--- src/rtl/psfp_gate_scheduler_if.sv ---
// Stream-gate scheduler bus: GCL config, schedule status and per-frame gate query.
// slave = scheduler side, master = software/ingress-pipeline side.
interface psfp_gate_scheduler_if #(
    parameter int NUM_GATES  = 8,
    parameter int GCL_DEPTH  = 16,
    parameter int INTERVAL_W = 32
) ();
    localparam int AW = $clog2(GCL_DEPTH);

    logic                  enable;
    logic                  cfg_wr_en;
    logic [AW-1:0]         cfg_wr_addr;
    logic [NUM_GATES-1:0]  cfg_wr_states;
    logic [INTERVAL_W-1:0] cfg_wr_interval;
    logic [AW:0]           cfg_list_len;
    logic                  cfg_commit;
    logic                  cfg_pending;
    logic [NUM_GATES-1:0]  gate_states;
    logic [AW-1:0]         gcl_index;
    logic                  cycle_start;
    logic                  query_valid;
    logic [11:0]           gate_id_in;
    logic                  gate_open;
    logic                  gate_open_valid;

    modport slave (
        input  enable, cfg_wr_en, cfg_wr_addr, cfg_wr_states, cfg_wr_interval,
               cfg_list_len, cfg_commit, query_valid, gate_id_in,
        output cfg_pending, gate_states, gcl_index, cycle_start, gate_open, gate_open_valid
    );

    modport master (
        output enable, cfg_wr_en, cfg_wr_addr, cfg_wr_states, cfg_wr_interval,
               cfg_list_len, cfg_commit, query_valid, gate_id_in,
        input  cfg_pending, gate_states, gcl_index, cycle_start, gate_open, gate_open_valid
    );
endinterface

--- src/rtl/psfp_gate_scheduler.sv ---
// 802.1Qci stream-gate scheduler with double-buffered GCL; gate query answered 1 cycle later.
// No backpressure: config writes, commits and queries are accepted every cycle.
module psfp_gate_scheduler #(
    parameter int NUM_GATES  = 8,
    parameter int GCL_DEPTH  = 16,
    parameter int INTERVAL_W = 32
) (
    input  logic clk,
    input  logic rst_n,
    psfp_gate_scheduler_if.slave bus
);
    localparam int AW = $clog2(GCL_DEPTH);
    localparam int GW = (NUM_GATES > 1) ? $clog2(NUM_GATES) : 1;

    typedef enum logic {IDLE = 1'b0, RUN = 1'b1} state_t;

    state_t                state_q, state_d;
    logic                  bank_q, bank_d;
    logic [AW:0]           active_len_q, active_len_d;
    logic [AW:0]           shadow_len_q, shadow_len_d;
    logic                  pending_q, pending_d;
    logic [AW-1:0]         idx_q, idx_d;
    logic [INTERVAL_W-1:0] cnt_q, cnt_d;
    logic [NUM_GATES-1:0]  gates_q, gates_d;
    logic                  cs_q, cs_d;
    logic                  go_q, go_d;
    logic                  gov_q, gov_d;

    // Both banks in one array, addressed {bank, entry}; bank_q selects the active one.
    logic [NUM_GATES-1:0]  states_mem [0:(2<<AW)-1];
    logic [INTERVAL_W-1:0] intv_mem   [0:(2<<AW)-1];

    logic                  last;
    logic                  swap_bank;
    logic [AW:0]           ld_addr;
    logic [NUM_GATES-1:0]  ld_states;
    logic [INTERVAL_W-1:0] ld_intv;
    logic [INTERVAL_W-1:0] ld_cnt;
    logic                  wr_bank;

    assign last      = ({1'b0, idx_q} == (active_len_q - 1'b1));
    assign swap_bank = (state_q == RUN) && last && pending_q;
    assign ld_addr   = ((state_q == RUN) && !last) ? {bank_q, idx_q + 1'b1}
                                                   : {bank_q ^ swap_bank, {AW{1'b0}}};
    assign ld_states = states_mem[ld_addr];
    assign ld_intv   = intv_mem[ld_addr];
    // Interval 0 is treated as 1: the counter holds the remaining cycles minus one.
    assign ld_cnt    = (ld_intv == '0) ? '0 : ld_intv - 1'b1;
    assign wr_bank   = ~bank_d;

    always_comb begin
        state_d      = state_q;
        bank_d       = bank_q;
        active_len_d = active_len_q;
        shadow_len_d = shadow_len_q;
        pending_d    = pending_q;
        idx_d        = idx_q;
        cnt_d        = cnt_q;
        gates_d      = gates_q;
        cs_d         = 1'b0;

        case (state_q)
            IDLE: begin
                gates_d = '0;
                idx_d   = '0;
                cnt_d   = '0;
                if (pending_q) begin
                    bank_d       = ~bank_q;
                    active_len_d = shadow_len_q;
                    pending_d    = 1'b0;
                end else if (bus.enable && (active_len_q != '0)) begin
                    state_d = RUN;
                    gates_d = ld_states;
                    cnt_d   = ld_cnt;
                    cs_d    = 1'b1;
                end
            end
            RUN: begin
                if (!bus.enable) begin
                    state_d = IDLE;
                    gates_d = '0;
                    idx_d   = '0;
                    cnt_d   = '0;
                end else if (cnt_q != '0) begin
                    cnt_d = cnt_q - 1'b1;
                end else if (!last) begin
                    idx_d   = idx_q + 1'b1;
                    gates_d = ld_states;
                    cnt_d   = ld_cnt;
                end else begin
                    idx_d = '0;
                    if (pending_q) begin
                        bank_d       = ~bank_q;
                        active_len_d = shadow_len_q;
                        pending_d    = 1'b0;
                    end
                    if (pending_q && (shadow_len_q == '0)) begin
                        state_d = IDLE;
                        gates_d = '0;
                        cnt_d   = '0;
                    end else begin
                        gates_d = ld_states;
                        cnt_d   = ld_cnt;
                        cs_d    = 1'b1;
                    end
                end
            end
            default: state_d = IDLE;
        endcase

        // A commit on the swap edge stays pending for the next swap.
        if (bus.cfg_commit) begin
            shadow_len_d = (bus.cfg_list_len > (AW+1)'(GCL_DEPTH)) ? (AW+1)'(GCL_DEPTH)
                                                                   : bus.cfg_list_len;
            pending_d    = 1'b1;
        end
    end

    always_comb begin
        gov_d = bus.query_valid;
        go_d  = bus.query_valid && (bus.gate_id_in < 12'(NUM_GATES)) &&
                gates_q[bus.gate_id_in[GW-1:0]];
    end

    always_ff @(posedge clk or negedge rst_n) begin
        if (!rst_n) begin
            state_q      <= IDLE;
            bank_q       <= 1'b0;
            active_len_q <= '0;
            shadow_len_q <= '0;
            pending_q    <= 1'b0;
            idx_q        <= '0;
            cnt_q        <= '0;
            gates_q      <= '0;
            cs_q         <= 1'b0;
            go_q         <= 1'b0;
            gov_q        <= 1'b0;
        end else begin
            state_q      <= state_d;
            bank_q       <= bank_d;
            active_len_q <= active_len_d;
            shadow_len_q <= shadow_len_d;
            pending_q    <= pending_d;
            idx_q        <= idx_d;
            cnt_q        <= cnt_d;
            gates_q      <= gates_d;
            cs_q         <= cs_d;
            go_q         <= go_d;
            gov_q        <= gov_d;
        end
    end

    // Writes land in whichever bank is shadow after this edge's possible swap.
    always_ff @(posedge clk) begin
        if (bus.cfg_wr_en) begin
            states_mem[{wr_bank, bus.cfg_wr_addr}] <= bus.cfg_wr_states;
            intv_mem[{wr_bank, bus.cfg_wr_addr}]   <= bus.cfg_wr_interval;
        end
    end

    assign bus.cfg_pending     = pending_q;
    assign bus.gate_states     = gates_q;
    assign bus.gcl_index       = idx_q;
    assign bus.cycle_start     = cs_q;
    assign bus.gate_open       = go_q;
    assign bus.gate_open_valid = gov_q;
endmodule
--- src/flat_wrapper.sv ---
// flat-port wrapper written by rule: the top's interface ports become plain ports
module psfp_gate_scheduler_flat 
#(
    parameter int NUM_GATES  = 8,
    parameter int GCL_DEPTH  = 16,
    parameter int INTERVAL_W = 32
)
  (clk, rst_n, bus_enable, bus_cfg_wr_en, bus_cfg_wr_addr, bus_cfg_wr_states, bus_cfg_wr_interval, bus_cfg_list_len, bus_cfg_commit, bus_query_valid, bus_gate_id_in, bus_cfg_pending, bus_gate_states, bus_gcl_index, bus_cycle_start, bus_gate_open, bus_gate_open_valid);
  psfp_gate_scheduler_if #(.NUM_GATES(NUM_GATES), .GCL_DEPTH(GCL_DEPTH), .INTERVAL_W(INTERVAL_W)) bus_i ();
  input  logic clk;
  input  logic rst_n;
  input wire logic [$bits(bus_i.enable)-1:0] bus_enable;
  input wire logic [$bits(bus_i.cfg_wr_en)-1:0] bus_cfg_wr_en;
  input wire logic [$bits(bus_i.cfg_wr_addr)-1:0] bus_cfg_wr_addr;
  input wire logic [$bits(bus_i.cfg_wr_states)-1:0] bus_cfg_wr_states;
  input wire logic [$bits(bus_i.cfg_wr_interval)-1:0] bus_cfg_wr_interval;
  input wire logic [$bits(bus_i.cfg_list_len)-1:0] bus_cfg_list_len;
  input wire logic [$bits(bus_i.cfg_commit)-1:0] bus_cfg_commit;
  input wire logic [$bits(bus_i.query_valid)-1:0] bus_query_valid;
  input wire logic [$bits(bus_i.gate_id_in)-1:0] bus_gate_id_in;
  output wire logic [$bits(bus_i.cfg_pending)-1:0] bus_cfg_pending;
  output wire logic [$bits(bus_i.gate_states)-1:0] bus_gate_states;
  output wire logic [$bits(bus_i.gcl_index)-1:0] bus_gcl_index;
  output wire logic [$bits(bus_i.cycle_start)-1:0] bus_cycle_start;
  output wire logic [$bits(bus_i.gate_open)-1:0] bus_gate_open;
  output wire logic [$bits(bus_i.gate_open_valid)-1:0] bus_gate_open_valid;
  assign bus_i.enable = bus_enable;
  assign bus_i.cfg_wr_en = bus_cfg_wr_en;
  assign bus_i.cfg_wr_addr = bus_cfg_wr_addr;
  assign bus_i.cfg_wr_states = bus_cfg_wr_states;
  assign bus_i.cfg_wr_interval = bus_cfg_wr_interval;
  assign bus_i.cfg_list_len = bus_cfg_list_len;
  assign bus_i.cfg_commit = bus_cfg_commit;
  assign bus_i.query_valid = bus_query_valid;
  assign bus_i.gate_id_in = bus_gate_id_in;
  assign bus_cfg_pending = bus_i.cfg_pending;
  assign bus_gate_states = bus_i.gate_states;
  assign bus_gcl_index = bus_i.gcl_index;
  assign bus_cycle_start = bus_i.cycle_start;
  assign bus_gate_open = bus_i.gate_open;
  assign bus_gate_open_valid = bus_i.gate_open_valid;
  psfp_gate_scheduler #(.NUM_GATES(NUM_GATES), .GCL_DEPTH(GCL_DEPTH), .INTERVAL_W(INTERVAL_W)) u_core (.clk(clk), .rst_n(rst_n), .bus(bus_i));
endmodule
--- config.mk ---
export PLATFORM = sky130hd
export DESIGN_NAME = psfp_gate_scheduler_flat
export DESIGN_NICKNAME = d
export VERILOG_FILES = /design/src/rtl/psfp_gate_scheduler_if.sv /design/src/rtl/psfp_gate_scheduler.sv /design/src/flat_wrapper.sv
export SDC_FILE = /design/constraint.sdc
export NUM_CORES = 2
export LEC_CHECK = 0
export ABC_AREA = 1
export CORE_MARGIN = 2
export CORE_UTILIZATION = 50
export CTS_BUF_LIST = sky130_fd_sc_hd__clkbuf_2 sky130_fd_sc_hd__clkbuf_4 sky130_fd_sc_hd__clkbuf_8
export DETAILED_ROUTE_END_ITERATION = 10
export PLACE_DENSITY = 0.68
export SYNTH_ARGS = -nofsm -noshare
export SYNTH_HDL_FRONTEND = slang
export SYNTH_SLANG_ARGS = --single-unit
--- constraint.sdc ---
create_clock -name clk -period 4.25 [get_ports clk]
set_clock_uncertainty 0.1 [all_clocks]
set_input_delay 0.85 -clock clk [delete_from_list [all_inputs] [get_ports clk]]
set_output_delay 0.85 -clock clk [all_outputs]
set_load 0.02 [all_outputs]
# == Word-level counts from Yosys, hierarchy flattened ==
# Memories as Yosys holds them, arrays and structs flattened.
# Index checks and enable logic that the tools add are counted.
# classes
n_addsub,4
order_cmp,3
eq_ne,8
muxes,51
n_bitwise,4
reduce_logical,14
# ops
operator,count
$mux 32,7
$pmux 32 s2,1
$sub 32x1->32 const B,2
$mux 8,6
$logic_not 32->1,1
$reduce_bool 32->1,1
$mux 5,6
$mux 1,20
$pmux 8 s2,1
$lt 12x4->1 const B,1
$mux 4,3
$ne 3x3->1 const B,4
$pmux 5 s2,1
$pmux 1 s2,4
$pmux 4 s2,1
$logic_and 1x1->1,7
$ne 2x2->1 const B,3
$reduce_and 3->1,2
$eq 4x5->1,1
$gt 5x5->1 const B,1
$logic_not 5->1,1
$reduce_bool 5->1,1
$sub 5x1->5 const B,1
$add 4x1->4 const B,1
5 further kinds,7
# totals
reg_bits,60
ram_bits,1280
output_inout_bits,16
mem_count,2
# memory_table
name,depth,word_bits,read_ports,rd_clocked_by_memory_dff,wr,line,source
u_core.intv_mem,32,32,1,0,1,psfp_gate_scheduler.sv:31,logic [INTERVAL_W-1:0] intv_mem [0:(2<<AW)-1];
u_core.states_mem,32,8,1,0,1,psfp_gate_scheduler.sv:30,logic [NUM_GATES-1:0] states_mem [0:(2<<AW)-1];

# == Logic depth before layout (Yosys ltp) ==
# An unclocked memory read counts as a cell.
# depth
ltp_word,14
mapped_depth,31

# == Worst setup path after synthesis ==
# OpenSTA, ideal clock, no wires.
# synth_timing
path_kind,flip-flop to flip-flop
startpoint,register u_core.cnt_q[0]
endpoint,memory u_core.intv_mem[0][0] (enable)
setup_ns,0.438
t_arrival_ns,3.899
required_ns,3.712
path_slack_ns,-0.186
path_stages_with_launch,13
n_path_buf,0
period_less_slack_ns,4.436
path_cell_list,dfrtp_1 > inv_1 > ha_1 > inv_1 > nor4_1 > nand4_1 > nor4_1 > nand4_1 > nand2_1 > o21ai_0 > o21ai_1 > nand3_1 > nor2_1
# synth_via
elab_chain_len,5
# synth_rtl
item,line,source
from (decl),psfp_gate_scheduler.sv:23,"logic [INTERVAL_W-1:0] cnt_q, cnt_d;"
from (signal assigned),psfp_gate_scheduler.sv:145,cnt_q <= cnt_d;
$reduce_bool 32->1,psfp_gate_scheduler.sv:84,end else if (cnt_q != '0) begin
$mux 1,psfp_gate_scheduler.sv:84,
$mux 1,psfp_gate_scheduler.sv:79,if (!bus.enable) begin
$pmux 1 s2,psfp_gate_scheduler.sv:62,case (state_q)
net u_core.bank_d,psfp_gate_scheduler.sv:18,"logic bank_q, bank_d;"
$not 1->1,psfp_gate_scheduler.sv:49,assign wr_bank = ~bank_d;
to (decl),psfp_gate_scheduler.sv:31,
# The timed path passes the listed nets, and every way through them passes these cells.

# == Final worst setup path ==
# layout_timing
startpoint,register u_core.active_len_q[1]
endpoint,register u_core.cnt_q[31]
# layout_via
elab_chain_len,14
word_cells_on_any_way,21
# layout_rtl
item,line,source
from (decl),psfp_gate_scheduler.sv:19,"logic [AW:0] active_len_q, active_len_d;"
from (signal assigned),psfp_gate_scheduler.sv:141,active_len_q <= active_len_d;
$sub 5x1->5,psfp_gate_scheduler.sv:41,"assign last = ({1'b0, idx_q} == (active_len_q - 1'b1));"
$eq 4x5->1,psfp_gate_scheduler.sv:41,
$logic_and 1x1->1 (2 in series),psfp_gate_scheduler.sv:42,assign swap_bank = (state_q == RUN) && last && pending_q;
$xor 1x1->1,psfp_gate_scheduler.sv:44,": {bank_q ^ swap_bank, {AW{1'b0}}};"
$mux 5,psfp_gate_scheduler.sv:43,"assign ld_addr = ((state_q == RUN) && !last) ? {bank_q, idx_q + 1'b1}"
$mem_v2 32x32,n/a,
$sub 32x1->32 or $logic_not 32->1 (tied branches),psfp_gate_scheduler.sv:48,assign ld_cnt = (ld_intv == '0) ? '0 : ld_intv - 1'b1;
$mux 32,psfp_gate_scheduler.sv:48,
$mux 32,psfp_gate_scheduler.sv:97,if (pending_q && (shadow_len_q == '0)) begin
$mux 32,psfp_gate_scheduler.sv:86,end else if (!last) begin
$mux 32,psfp_gate_scheduler.sv:84,
$mux 32,psfp_gate_scheduler.sv:79,
$pmux 32 s2 *,psfp_gate_scheduler.sv:62,
net u_core.cnt_d[31],psfp_gate_scheduler.sv:23,
# The timed path passes the listed nets; every way through them passes the cells marked *.
# A chain may end at the register's enable or synchronous reset.

==> results <==
- The total area of multi-input combinational cells is 0.0152 sq mm.
- The total via count in the routed design is 44963.
- The critical path goes through inv_2 > ha_1 > nor2_1 > nor2_1 > nand3_1 > nor2_4 > nand2_8 > buf_12 > nand4_1 > nand3_1 > nand3_1 > nand3_1 > nand3_1 > nand2_1 > nand2_1 > nor2_4 > nand2_2 > buf_4 > nor2_4 > nand4_4 > nand4_1 > nand2_1.
- The worst pin sits at a relative slew slack of 0.120.
- The clock input transition at the sequential cells of the worst setup and hold paths is 0.06 ns.
- The final number of hold-violating endpoints was 0.
- For this block, the routed nets add up to 186000 um of wire.
- The worst hold path belongs to the class input port to register.
- The flow ran to the end, and the final reports show no timing, DRC or antenna violations.
- The starting utilization of the core area is 0.502.
- The first element of the critical path is u_core.active_len_q[1].
- The power per cell area is 601 mW/mm^2.
- The pin count of the biggest net entering global routing is 133.
- The number of antenna violations at the first check in global routing came to 6.
- Measured along the y axis, the die boundary spans 351 um.
- Following the worst setup path forward leads to its endpoint at u_core.cnt_q[31].
- VDD sags by at most 429 uV.
- The number of nets in the layout is 6026.
- In this run the core area contains 127 standard-cell rows.
- The endpoint identified for the worst register-to-register timing path is u_core.cnt_q[31].
- The number of cells on the critical path is 22.
- The critical path class is register to register.
- Data on the critical path is required at its endpoint by 4.93 ns.
- Yosys mapped the design onto 44 distinct sky130hd cell types.
- The root buffer cell is sky130_fd_sc_hd__clkbuf_8.
- The total clock buffers created by CTS is 216.
- On the worst path, the slowest cell contributes a delay of 0.37 ns.
- The biggest fanout along the worst timing path is 121.
- The post-synth net total is 5815.
- STA classifies the critical path endpoint as a register.
- The chip width is 351 um.
- The ratio of final minimum period to clock period is 0.955.
- The area taken by flip-flops and latches is 0.0399 sq mm.
- The maximum clock path buffer count is 3.
- The wire length of the first global-routing pass is 265000 um.
- The post-synthesis instance area is 0.0601 sq mm.
- The minimum period implied by the final worst setup slack is 4.06 ns.
- The worst register-to-register path begins at u_core.active_len_q[1].
- The slew at the pin with the worst max-slew slack is 1.32 ns.
- The number of fillers in the final layout is 9698.
- Counting stages on the worst path, the most repeated cell is sky130_fd_sc_hd__nand3_1.
- In the layout the commonest cells are 1280 x sky130_fd_sc_hd__edfxtp_1, 1129 x sky130_fd_sc_hd__nand2_1, 1026 x sky130_fd_sc_hd__nand3_1.
- The share of the Yosys chip area taken by registers is 0.665.
- The pre-antenna-repair detailed-routing pass consisted of 8 iterations.
- The final cell area excluding filler cells is 0.0695 sq mm.
- STA classifies the critical path startpoint as a register.
- Across all register-to-register paths, the minimum setup slack is 0.19 ns.
- The most frequent standard cell in the layout excluding fill and tap cells is sky130_fd_sc_hd__edfxtp_1.
- The DRC violations left is 0.
- Yosys printed 0 warnings.
- The core region is 0.120 sq mm.
- The post-route core utilization is 0.581.
- The total overflow left after global routing is 0.
- On the critical path the largest part of the delay comes from simple AND/OR/NAND/NOR gates.
- In this run the static leakage power is 28.3 nW.
- After technology mapping, the gate count stands at 5743.
- The max-slew violation total from the final report is 0.
- The global placer's final weighted congestion is 0.945.
- The worst reg-to-reg path cell count is 22.
- The I/O pin total is 83.
- After the first detailed-routing iteration, the DRC count stood at 6003.
- Using the TritonRoute via totals, the vias-per-cell ratio works out to 5.81.
- TritonCTS built the clock tree.
- At the worst endpoint, the arrival time is 4.74 ns.
- The via count of the first global-routing pass was 41924.
- The full die area is 0.123 sq mm.
- The mean post-synth cell area is 10.5 sq um.
- The completed layout was analyzed and its total power is 41.8 mW.
- The final antenna-violating net count is 0.
- Together, buffers and inverters on the worst path number 3.
- The layout overhead on the synthesized area is 15.6%.
- Of the cells placed in the final design, the portion with a size suffix greater than 1 is 0.116.
- Synthesis inferred 1340 register bits.
- After legalization and detailed placement, the total HPWL measured 98700 um.
- The cell with the biggest individual delay on the critical path is sky130_fd_sc_hd__dfrtp_1.
- The average detailed-routed wire length per instance is 24.0 um.
- Once placement finished, the instance area stood at 0.0646 sq mm.
- The tree built by TritonCTS fans out to 1340 sinks.
- The latest clock arrival within the worst-skew pair is 0.92 ns.
- The number of I/O port buffers is 82.
- The maximum clock rate is 246 MHz.
- The total routing resource utilization after global routing is 0.293.
- The H-tree was split into 4 levels.
- The number of failing setup endpoints in the final timing report is 0.
- The max capacitance violation total is 0.
stage by stage:
stage	hold WS, ns	TNS (ns)	worst slack (ns)	cells
after global placement	0.375	0	0.170	7324
after floorplan	0.353	-164.26	-0.186	5743
final	0.325	0	0.190	7742
after CTS	0.269	0	0.104	7714
after detailed placement	0.399	0	0.0943	7324
after global routing	0.318	-0.0618	-0.0275	7739
worst register-to-register path: stages (launching register included):
cell                      delay (ns)
sky130_fd_sc_hd__dfrtp_1        0.37
sky130_fd_sc_hd__inv_2          0.05
sky130_fd_sc_hd__ha_1           0.29
sky130_fd_sc_hd__nor2_1         0.11
sky130_fd_sc_hd__nor2_1         0.06
sky130_fd_sc_hd__nand3_1        0.10
sky130_fd_sc_hd__nor2_4         0.07
sky130_fd_sc_hd__nand2_8        0.14
sky130_fd_sc_hd__buf_12         0.32
sky130_fd_sc_hd__nand4_1        0.47
sky130_fd_sc_hd__nand3_1        0.13
sky130_fd_sc_hd__nand3_1        0.09
sky130_fd_sc_hd__nand3_1        0.19
sky130_fd_sc_hd__nand3_1        0.19
sky130_fd_sc_hd__nand2_1        0.14
sky130_fd_sc_hd__nand2_1        0.13
sky130_fd_sc_hd__nor2_4         0.16
sky130_fd_sc_hd__nand2_2        0.08
sky130_fd_sc_hd__buf_4          0.16
sky130_fd_sc_hd__nor2_4         0.19
sky130_fd_sc_hd__nand4_4        0.22
sky130_fd_sc_hd__nand4_1        0.16
sky130_fd_sc_hd__nand2_1        0.05
routing by layer:
metal,global-route usage,part of all wire,vias to the layer above
li1,-,-,20125
met1,0.397,0.39,21543
met2,0.455,0.45,2747
met3,0.0637,0.12,544
met4,0.130,0.044,4
met5,0,0.00013,-
cell families after synthesis:
kind of cell             share of synthesized area
flip-flops                                   0.665
buffers and inverters                       0.0898
XOR/XNOR                                   0.00408
AO/OA/AOI/OAI                               0.0281
AND/OR/NAND/NOR                              0.212
adder cells (fa/ha/maj)                    0.00104
layout make-up:
type,instances,area share
inverter,986,0.0539
clock inverter,81,0.00731
sequential,1340,0.575
tap,1612,0.0290
antenna,5,0.000180
clock buffer,308,0.0536
timing repair buffer,351,0.0624
multi-input combinational,3059,0.218
registers in the layout, summed over array words and instances, names as in the netlist, 4 cells and up:
name                    cells
u_core.cnt_q               32
u_core.states_mem         256
u_core.bus.gate_states      8
u_core.active_len_q         5
u_core.bus.gcl_index        4
u_core.intv_mem          1024
u_core.shadow_len_q         5
how the worst min path moves through the flow:
stage                                 startpoint                         end  cells after the start
after floorplan           u_core.active_len_q[1]      u_core.active_len_q[1]                      2
after global placement    u_core.active_len_q[1]      u_core.active_len_q[1]                      2
after detailed placement  u_core.active_len_q[1]      u_core.active_len_q[1]                      2
after CTS                        bus_query_valid  u_core.bus.gate_open_valid                      1
after global routing             bus_query_valid  u_core.bus.gate_open_valid                      1
final                            bus_query_valid  u_core.bus.gate_open_valid                      1
where the power goes:
group / switching [mW] / internal, mW
registers: 0.274 / 15.0
logic: 10.5 / 5.15
clock network: 5.16 / 5.77
total: 15.9 / 25.9
repair_timing:
item,4_1_cts,5_1_grt
hold endpoints to repair,27,0
setup endpoints to repair,0,30
hold buffers,1,0
resized for setup,0,60
buffers inserted,0,11
synthesized netlist by cell type (all sizes together):
cell,n,share of area
nand3,1033,0.087
nor4,5,0.00062
nand4,367,0.038
clkbuf,123,0.0077
xnor2,14,0.0020
a221o,1,0.00017
a221oi,56,0.0082
o21ai,77,0.0064
a32o,1,0.00017
nand2,1145,0.072
clkinv,3,0.00019
inv,983,0.061
nand3b,5,0.00062
a21oi,61,0.0051
buf,236,0.021
a2111oi,1,0.00015
a211o,1,0.00015
o311ai,28,0.0041
nor3,8,0.00075
edfxtp,1280,0.64
o31ai,1,0.00012
ha,5,0.0010
nor2,198,0.013
o211ai,20,0.0025
dfrtp,60,0.025
a22oi,2,0.00025
or2,7,0.00073
o41ai,1,0.00015
o22ai,7,0.00073
xor2,14,0.0020
No activity file was read; power rests on OpenSTA's default activity.
